==> src/rtl/uart_tx_fifo.sv <==
// uart_tx_fifo: buffered 8N1 UART transmitter, valid/ready byte FIFO feeding a baud-tick serializer
// Ports: clk/rst (async, active-high); din/din_valid/din_ready enqueue handshake (ready = not full);
//        txd serial line, idle high; rts = frame on the line or FIFO non-empty; busy = mid-frame.
module uart_tx_fifo #(
  parameter int CLK_DIV    = 16,
  parameter int FIFO_DEPTH = 4,
  parameter int PTR_W      = 2
) (
  input  logic       clk,
  input  logic       rst,
  input  logic [7:0] din,
  input  logic       din_valid,
  output logic       din_ready,
  output logic       txd,
  output logic       rts,
  output logic       busy
);
  localparam int BW = $clog2(CLK_DIV);
  localparam logic [BW-1:0] BAUD_MAX = BW'(CLK_DIV - 1);
  localparam logic [PTR_W:0] FULL_CNT = (PTR_W + 1)'(FIFO_DEPTH);
  typedef enum logic [1:0] {IDLE, START, DATA, STOP} state_t;
  state_t state_q, state_d;
  logic [BW-1:0] baud_q, baud_d;
  logic [2:0] bit_q, bit_d;
  logic [7:0] shift_q, shift_d;
  logic txd_q, txd_d;
  logic [7:0] mem_q [FIFO_DEPTH];
  logic [PTR_W-1:0] wp_q, rp_q;
  logic [PTR_W:0] cnt_q;
  logic empty, wr, pop, tick;
  assign empty = cnt_q == '0;
  assign din_ready = cnt_q != FULL_CNT;
  assign wr = din_valid && din_ready;
  assign tick = baud_q == BAUD_MAX;
  assign txd = txd_q;
  always_ff @(posedge clk or posedge rst)
    if (rst) begin
      state_q <= IDLE;
      baud_q  <= '0;
      bit_q   <= '0;
      shift_q <= '0;
      txd_q   <= 1'b1;
      wp_q    <= '0;
      rp_q    <= '0;
      cnt_q   <= '0;
    end else begin
      state_q <= state_d;
      baud_q  <= baud_d;
      bit_q   <= bit_d;
      shift_q <= shift_d;
      txd_q   <= txd_d;
      if (wr) wp_q <= wp_q + PTR_W'(1);
      if (pop) rp_q <= rp_q + PTR_W'(1);
      cnt_q <= cnt_q + (PTR_W + 1)'(wr) - (PTR_W + 1)'(pop);
    end
  always_ff @(posedge clk)
    if (wr) mem_q[wp_q] <= din;
  // pop only fires from IDLE or at the end of STOP, and only when non-empty
  always_comb begin
    state_d = state_q;
    baud_d  = (state_q == IDLE) ? '0 : tick ? '0 : baud_q + BW'(1);
    bit_d   = bit_q;
    shift_d = shift_q;
    pop     = 1'b0;
    unique case (state_q)
      IDLE:  if (!empty) begin
        pop = 1'b1;
        state_d = START;
      end
      START: if (tick) begin
        state_d = DATA;
        bit_d = '0;
      end
      DATA:  if (tick) begin
        shift_d = {1'b0, shift_q[7:1]};
        bit_d = bit_q + 3'd1;
        state_d = (bit_q == 3'd7) ? STOP : DATA;
      end
      STOP:  if (tick) begin
        pop = !empty;
        state_d = empty ? IDLE : START;
      end
    endcase
    if (pop) shift_d = mem_q[rp_q];
  end
  // txd is registered from the next state so the start bit appears on the popping edge
  always_comb begin
    txd_d = (state_d == START) ? 1'b0 : (state_d == DATA) ? shift_d[0] : 1'b1;
    busy  = state_q != IDLE;
    rts   = busy | !empty;
  end
endmodule

==> config.mk <==
export PLATFORM = sky130hd
export DESIGN_NAME = uart_tx_fifo
export DESIGN_NICKNAME = d
export VERILOG_FILES = /design/src/rtl/uart_tx_fifo.sv
export SDC_FILE = /design/constraint.sdc
export NUM_CORES = 1
export LEC_CHECK = 0
export CORE_ASPECT_RATIO = 0.6
export CORE_MARGIN = 1.5
export CORE_UTILIZATION = 25
export DETAILED_ROUTE_END_ITERATION = 16
export DONT_BUFFER_PORTS = 1
export PLACE_DENSITY_LB_ADDON = 0.1
export REMOVE_ABC_BUFFERS = 1
export SLEW_MARGIN = 5
export SYNTH_ARGS = -nofsm -noshare
export SYNTH_HDL_FRONTEND = slang
export SYNTH_SLANG_ARGS = --single-unit
==> constraint.sdc <==
create_clock -name clk -period 3.05 [get_ports clk]
set_input_delay 0.915 -clock clk [delete_from_list [all_inputs] [get_ports clk]]
set_output_delay 0.915 -clock clk [all_outputs]
set_load 0.01 [all_outputs]
==> impl_metrics.ini, run 1 <==
[logic_synthesis]
netlist_top_cells_count = edfxtp_1 (32), dfrtp_1 (24), nand2_1 (16), ha_1 (13)
yosysTopAreaCell = edfxtp_1
synth-async-reset-ratio_pct = 43.9
ys_types = 37
syn_avg_cell_area_um2 = 15.1
synth.top_cell.area_share_pct = 38.0
syn-instance-count = 167
synth-seq-area-share_pct = 62.8
synth_seq_cells = 57
synth_edf_count = 32
yosys-top-cells-area = edfxtp_1 (38%), dfrtp_1 (24%), mux4_2 (7.1%), ha_1 (6.4%), mux2i_1 (2.8%)
synth_flop_cell = edfxtp_1
synth_warnings = 0
synthesis.area_mm2 = 0.00253
synthMostInstantiatedCell = edfxtp_1

[pwr]
pwr-share-seq_pct = 46.4
p_switching_mw = 0.551
internal_power_mw = 1.59
power_frac_comb_pct = 12.1
sw_frac_of_total_pct = 25.7
powerDensity_mw_per_mm2 = 731
ir_worst_vdd_mv = 0.286
pwr-share-clk_pct = 41.5
p_leak_nw = 1.12

[sta]
setup_viol = 0
period_share_pct = 76.6
hold_slack_ps = 501
fmax_ghz = 0.428
final_hold_viol_count = 0
worstMarginPinSlew_ps = 583
finClkSkew_ps = 5.33
rsz0062_at_grt = false
slew_headroom_pct = 61.1
slew_violations = 0
fin_ws_ps = 713
fin_crit_ps = 2340

[critical_path]
slowest_stage = nor3_1
slowest_delay_ps = 490
crit_family = simple AND/OR/NAND/NOR gates
end_kind = output pin
path_class = flip-flop to output pin
cp.required_ps = 2130
startpoint_type = flip-flop
cp_cell_sequence = nor3_1 > nand2_1
crit_buf_inv = 0
cp_data_arrival_time_ps = 1420
worstPathMaxFanout = 4

[detailed_routing]
dr.pass1.iters = 4
ant_nets = 0
routed_via_density = 4.32
dr.first_iter.drc_count = 71
drc = 0
wl_per_cell_um = 15.4
wl_um = 4840
vias = 1357

[clock_network]
cts.sinks = 57
cts_tree = yes
cts_setup_buffers = 0
cts_root_buf = clkbuf_16
cts.repair.resized = 0
clock_path_buffers = 2
htreeDepth = 3
clk_pin_slew_ps = 50
cts_made_buffers = 9
cts_hold_buf = 0
insertion_delay_ps = 330

[global_routing]
grt_pass1_wl_um = 7800
grtUsageTotal_pct = 10.2
grt_max_degree = 26
grt_overflow = 0
antenna_found_initial = 0
grt_pass1_vias = 1461

[floorplan]
die-area_mm2 = 0.0107
die_y_um = 80.9
die_x_um = 133
core_mm2 = 0.00984
start_util_pct = 25.7
pin_count = 15
placementRows = 28

[layout]
final_area_mm2 = 0.00293
layout-drive-gt1-share_pct = 17.3
area_growth_pct = 16.0
diodes = 0
num-nets-final = 199
fin_util_pct = 29.8

[placed_design]
dp_hpwl_um = 3320
portBuffers = 0
pre_cts_ws_ps = 724
placed_cell_area_mm2 = 0.00267
gp_congestion = 0.715

[status]
outcome = finished clean

[min_path]
min_path_type = flip-flop to flip-flop

[run]
cap_viol_max_count = 0
-- layout make-up --
type                            count  area (um^2)
Inverter                            8         30.0
Sequential cell                    57         1590
Fill cell                         973         6910
Tap cell                          135          169
Clock inverter                      5         32.5
Timing Repair Buffer                2         15.0
Clock buffer                       11          233
Multi-Input combinational cell     96          866
-- layout by cell type, fill, tap and decap left out, types with 2 or more instances in the layout --
cell type    n
inv_1        8
clkbuf_16    9
a21oi_1      2
xnor2_1      6
edfxtp_1    32
ha_1        13
and3_1       5
clkinv_2     2
mux2i_1      7
clkbuf_1     2
nor2_1       2
nand2_1     16
a32o_1       2
clkinvlp_4   3
o21ai_0      5
o21ai_1      8
nand3_1      3
buf_4        2
mux4_2       8
nor3_1       2
nor3_2       2
dfrtp_1     24
-- worst paths after layout --
path / from / to / slack (ps) / cells after the start
max: cnt_q[2] / rts / 710 / 2
min in group asynchronous: rst / wp_q[0] / 540 / 2
max in group asynchronous: rst / txd / 2190 / 2
max reg2reg: state_q[1] / cnt_q[2] / 730 / 9
min: baud_q[0] / baud_q[0] / 500 / 1
min reg2reg: baud_q[0] / baud_q[0] / 500 / 1
-- metrics by stage --
| stage | std cells | power (mW) | TNS, ps |
|---|---|---|---|
| 4_1_cts | 314 | 2.18 | 0 |
| 6_report | 314 | 2.14 | 0 |
| 2_1_floorplan | 161 | 1.19 | -111 |
| 5_1_grt | 314 | 2.26 | 0 |
| 3_3_place_gp | 298 | 1.26 | 0 |
| 3_5_place_dp | 298 | 1.28 | 0 |
-- flip-flops by register name, summed over array words and instances (netlist names) --
name / count
bit_q: 3
baud_q: 4
cnt_q: 3
shift_q: 8
state_q: 2
txd: 1
wp_q: 2
mem_q: 32
rp_q: 2
-- routing by layer --
metal / GRT usage [%] / share of wire (%) / up-vias
li1: - / - / 639
met1: 12.8 / 50 / 688
met2: 14.6 / 43 / 20
met3: 4.99 / 5.1 / 10
met4: 5.05 / 2.3 / 0
met5: 0 / 0 / -
-- kinds of logic (layout without fill, tap and decap cells) --
| group | Yosys count | after routing | share of synthesized area (%) |
|---|---|---|---|
| DFF | 57 | 57 | 62.8 |
| buffers and inverters | 14 | 26 | 3.17 |
| and+or+nand+nor | 35 | 35 | 7.37 |
| adders and majority gates | 14 | 14 | 7.22 |
| muxes | 16 | 16 | 10.3 |
| xor gates and xnor gates | 7 | 7 | 2.42 |
| AOI/OAI and AO/OA | 24 | 24 | 6.68 |
-- power groups by stage --
stage / logic (mW) / clock network (mW) / registers (mW)
5_1_grt: 0.302 / 0.947 / 1.01
3_5_place_dp: 0.270 / 0 / 1.01
6_report: 0.259 / 0.891 / 0.995
3_3_place_gp: 0.256 / 0 / 1.00
4_1_cts: 0.271 / 0.912 / 0.995
2_1_floorplan: 0.194 / 0 / 0.994
(Power assumes the default switching activity.)
==> run 2: changes to the inputs <==
clock period = 2.4 ns   (was 3.05 ns; I/O delays follow)
==> run 2 against run 1 <==
Count of clock-buffer cells in the layout decreased by 1. Sequential share of layout area is 1.9 points lower. Clock power grew 52%. Utilization grew 1.1 points. Wire length rose by 2.0%. Final cell count is 1.3% higher. Hold slack worse by 130 ps. Combinational power increased by 40%. Register-to-register slack got worse by 570 ps. Largest power group is now clock.
==> impl_metrics.ini, run 2 (synthesis results as in run 1) <==
[status]
outcome = finished clean

[layout]
num-nets-final = 203
final_common_cell = edfxtp_1
top_register = mem_q
diodes = 0
largest_reg_flops = 32
seq_area_mm2 = 0.00159
mostFrequentLayoutCells = edfxtp_1 (32), dfrtp_1 (23), nand2_1 (16)
multi_input_area_um2 = 888
layout-drive-gt1-share_pct = 22.4
area_growth_pct = 20.3
fillers = 984
reg.largest.list = mem_q (32), shift_q (8), baud_q (4)
fin_util_pct = 30.9

[critical_path]
crit_buf_inv = 1
crit_start = state_q[1]
slowest_delay_ps = 440
slowest_stage = dfrtp_1
rrSetupSlack_ps = 160
crit_top_cell = xnor2_1
startpoint_type = flip-flop
path_class = flip-flop to flip-flop
cp_cell_sequence = inv_1 > ha_4 > nor3_2 > xnor2_1 > ha_1 > fa_1 > xnor2_2 > xnor2_1
cp_data_arrival_time_ps = 2450
r2r-end = cnt_q[2]
crit_family = adder cells
cp.required_ps = 2610
worst-r2r-cell-count = 8
worstPathMaxFanout = 5
end_kind = flip-flop
timing.rr.start = state_q[1]

[placed_design]
gp_congestion = 0.718
portBuffers = 0
pre_cts_ws_ps = 64.2
dp_hpwl_um = 3420

[global_routing]
grt_pass1_vias = 1469
grt_overflow = 0
grt_max_degree = 20
antenna_found_initial = 0
grtUsageTotal_pct = 10.7
grt_pass1_wl_um = 8220

[detailed_routing]
dr.first_iter.drc_count = 82
drc = 0
wl_per_cell_um = 15.5
routed_via_density = 4.27
wl_um = 4940
ant_nets = 0
dr.pass1.iters = 4
vias = 1359

[floorplan]
die_y_um = 80.9
die-area_mm2 = 0.0107
placementRows = 28
die_x_um = 133
start_util_pct = 25.7
pin_count = 15
core_mm2 = 0.00984

[clock_network]
cts_hold_buf = 0
cts_root_buf = clkbuf_16
cts.sinks = 57
clk_pin_slew_ps = 50
insertion_delay_ps = 320
cts_tree = yes
cts_made_buffers = 9
clock_path_buffers = 2
htreeDepth = 3

[sta]
fin_crit_ps = 2240
fin_ws_ps = 160
finClkSkew_ps = 4.72
setup-tns-final_ps = 0
fmax_ghz = 0.446
worstMarginPinSlew_ps = 666
slew_violations = 0
slew_headroom_pct = 55.6
period_share_pct = 93.3
final_hold_viol_count = 0
setup_viol = 0

[pwr]
sw_frac_of_total_pct = 24.2
internal_power_mw = 2.26
p_leak_nw = 1.17
ir_worst_vdd_mv = 0.413
pwr-share-clk_pct = 45.3
pwr-share-seq_pct = 42.5
powerDensity_mw_per_mm2 = 982
p_switching_mw = 0.725
power_frac_comb_pct = 12.2

[min_path]
min_path_type = primary input to async pin

[run]
cap_viol_max_count = 0
run 2: cell count changes in the layout (fill, tap and decap cells not counted), sizes merged:
cell / previous run / this run
buf: 2 / 6
bufinv: 0 / 2
clkinvlp: 3 / 2
clkbuf: 11 / 10
run 2: repair_timing:
action                                  CTS  global route
gates resized for setup                   0             6
buffers inserted                          0             1
endpoints found under the setup margin    0             1
run 2: how the worst max path moves through the flow:
stage,cells after the start,to
floorplan,9,cnt_q[2]
CTS,9,cnt_q[2]
global route,8,cnt_q[2]
finish,8,cnt_q[2]
global placement,9,cnt_q[2]
detailed placement,9,cnt_q[2]
run 2: power groups by stage:
stage / logic, mW / registers, mW / clock network (mW)
CTS: 0.357 / 1.27 / 1.40
global route: 0.425 / 1.29 / 1.44
global placement: 0.339 / 1.28 / 0
finish: 0.363 / 1.27 / 1.35
floorplan: 0.246 / 1.26 / 0
detailed placement: 0.358 / 1.29 / 0
run 2: cell type report:
class                   count  area share, %
flip-flops and latches     57           52.2
multi-input cells          96           29.2
clock buffers              10           7.52
well taps                 135           5.55
clock inverters             6           3.04
repair buffers              6           1.48
inverters                   8          0.987
run 2: per-stage QoR:
step | power [mW] | cells | instance area, um^2 | hold WS (ps)
2_1_floorplan | 1.51 | 161 | 2480 | 465
3_3_place_gp | 1.62 | 301 | 2690 | 475
3_5_place_dp | 1.64 | 301 | 2690 | 489
4_1_cts | 3.02 | 317 | 3010 | 397
5_1_grt | 3.15 | 318 | 3040 | 427
6_report | 2.99 | 318 | 3040 | 374
run 2: layer usage:
metal	global-route usage, %	routed length [um]	vias up
li1	-	-	642
met2	14.5	2020	39
met5	0	0	-
met4	3.96	40	0
met1	14.3	2590	676
met3	5.81	297	2
==> run 3: changes to the inputs <==
SETUP_SLACK_MARGIN = 0.5   (was default)
==> run 3 against run 2 <==
Wire length grew 9.0%. Final cell count increased by 6.6%. Global-route usage increased by 0.40 points. Clock power about the same. Register-to-register slack improved by 160 ps. First-iteration DRC count increased by 7.3%. Hold slack improved by 12 ps. Combinational power increased by 11%. Via count grew 8.3%. Largest power group unchanged.
==> impl_metrics.ini, run 3 (synthesis results as in run 1) <==
[layout]
final_common_cell = edfxtp_1
layout.cells.non_filler = 339
layout-drive-gt1-share_pct = 36.8
fin_util_pct = 33.8
diodes = 0
mostFrequentLayoutCells = edfxtp_1 (32), dfrtp_1 (21), buf_4 (21)
largest_reg_flops = 32
reg.largest.list = mem_q (32), shift_q (8), baud_q (4)
area_growth_pct = 31.5
num-nets-final = 224
fillers = 961
top_register = mem_q

[pwr]
powerDensity_mw_per_mm2 = 914
ir_worst_vdd_mv = 0.413
p_leak_nw = 1.29

[sta]
worstMarginPinSlew_ps = 695
final_hold_viol_count = 0
fin_crit_ps = 2080
finClkSkew_ps = 6.47
slew_violations = 0
slew_headroom_pct = 53.6
period_share_pct = 86.9
setup_viol = 0
fmax_ghz = 0.480
rsz0062_at_grt = true

[floorplan]
placementRows = 28
pin_count = 15
die_y_um = 80.9
die_x_um = 133
core_mm2 = 0.00984
die-area_mm2 = 0.0107
start_util_pct = 25.7

[critical_path]
end_kind = flip-flop
cp_data_arrival_time_ps = 2290
crit_top_cell = xnor2_1
worstPathMaxFanout = 4
startpoint_type = flip-flop
rrSetupSlack_ps = 320
timing.rr.start = state_q[1]
r2r-end = cnt_q[2]
worst-r2r-cell-count = 9
path_class = flip-flop to flip-flop
slowest_stage = dfrtp_2
cp.required_ps = 2610
cp_cell_sequence = inv_2 > ha_4 > a41oi_2 > nor3_4 > xnor2_1 > ha_2 > fa_2 > xnor2_2 > xnor2_1
slowest_delay_ps = 460

[detailed_routing]
routed_via_density = 4.34
dr.pass1.iters = 4
dr.first_iter.drc_count = 88
wl_um = 5380
vias = 1472
wl_per_cell_um = 15.9
drc = 0
ant_nets = 0

[clock_network]
clk_pin_slew_ps = 50
cts_root_buf = clkbuf_16
cts_tree = yes
cts.sinks = 57
cts_hold_buf = 0
cts_made_buffers = 9
insertion_delay_ps = 330
htreeDepth = 3
clock_path_buffers = 2

[min_path]
min_path_type = primary input to async pin

[placed_design]
post-place-cells = 301
gp_congestion = 0.718
portBuffers = 0
dp_hpwl_um = 3420

[run]
cap_viol_max_count = 0

[global_routing]
grt_overflow = 0
grtUsageTotal_pct = 11.1
grt_pass1_wl_um = 8530
grt_pass1_vias = 1542
grt_max_degree = 20
antenna_found_initial = 0

[status]
outcome = finished clean
[run 3: cell types whose count changed in the layout (fill, tap and decap cells not counted), moves of 2 or more]
cell / delta
dfrtp_2: +2
buf_6: +4
ha_1: -4
nand2_1: -2
buf_4: +15
nand2_2: +2
dfrtp_1: -2
ha_4: +4
buf_12: +2
[run 3: cell type report]
| type | count | area, um^2 | area share (%) |
|---|---|---|---|
| clock inverters | 6 | 92.6 | 2.79 |
| inverters | 8 | 30.0 | 0.903 |
| clock buffers | 10 | 229 | 6.89 |
| flip-flops and latches | 57 | 1590 | 47.9 |
| well taps | 135 | 169 | 5.08 |
| repair buffers | 27 | 243 | 7.30 |
| multi-input cells | 96 | 970 | 29.2 |
[run 3: what timing repair did]
action	4_1_cts	5_1_grt
pin swaps	6	11
setup endpoints to repair	6	4
gates resized for setup	13	19
buffers inserted	8	14
[run 3: worst max-delay path: cells and delay by family, from the launching register on]
kind,cells,cell delay (ps)
adders and majority gates,3,680
DFF,1,460
xor gates and xnor gates,3,390
and+or+nand+nor,1,280
buffers and inverters,1,100
AOI/OAI and AO/OA,1,50
[run 3: per-stage QoR]
step                      hold WS [ps]  TNS (ps)  instance area [um^2]  worst slack, ps  total power [mW]
final                              386         0                  3320              315              3.04
after global placement             475         0                  2690              151              1.62
after detailed placement           489         0                  2690             64.2              1.64
after floorplan                    465     -1770                  2480             -761              1.51
after global routing               427         0                  3320              198              3.20
after CTS                          397         0                  3120              348              3.07
[run 3: report_power, final]
group	leakage [nW]	internal (mW)	total, mW	switching [mW]
Sequential	0.595	1.20	1.27	0.0670
Combinational	0.545	0.172	0.404	0.231
Clock	0.149	0.911	1.36	0.451
Total	1.29	2.29	3.04	0.750
[run 3: worst max path at each step]
| stage | cells past startpoint | from | end | slack [ps] |
|---|---|---|---|---|
| floorplan | 9 | state_q[1] | cnt_q[2] | -760 |
| global placement | 9 | state_q[1] | cnt_q[2] | 150 |
| detailed placement | 9 | state_q[1] | cnt_q[2] | 60 |
| CTS | 8 | state_q[0] | cnt_q[2] | 350 |
| global route | 9 | state_q[1] | cnt_q[2] | 200 |
| finish | 9 | state_q[1] | cnt_q[2] | 320 |
[run 3: per-layer routing]
layer / routed length [um] / vias up / track usage [%]
li1: - / 685 / -
met1: 2730 / 750 / 14.5
met2: 2340 / 35 / 15.7
met3: 272 / 2 / 5.81
met4: 40 / 0 / 3.96
met5: 0 / - / 0
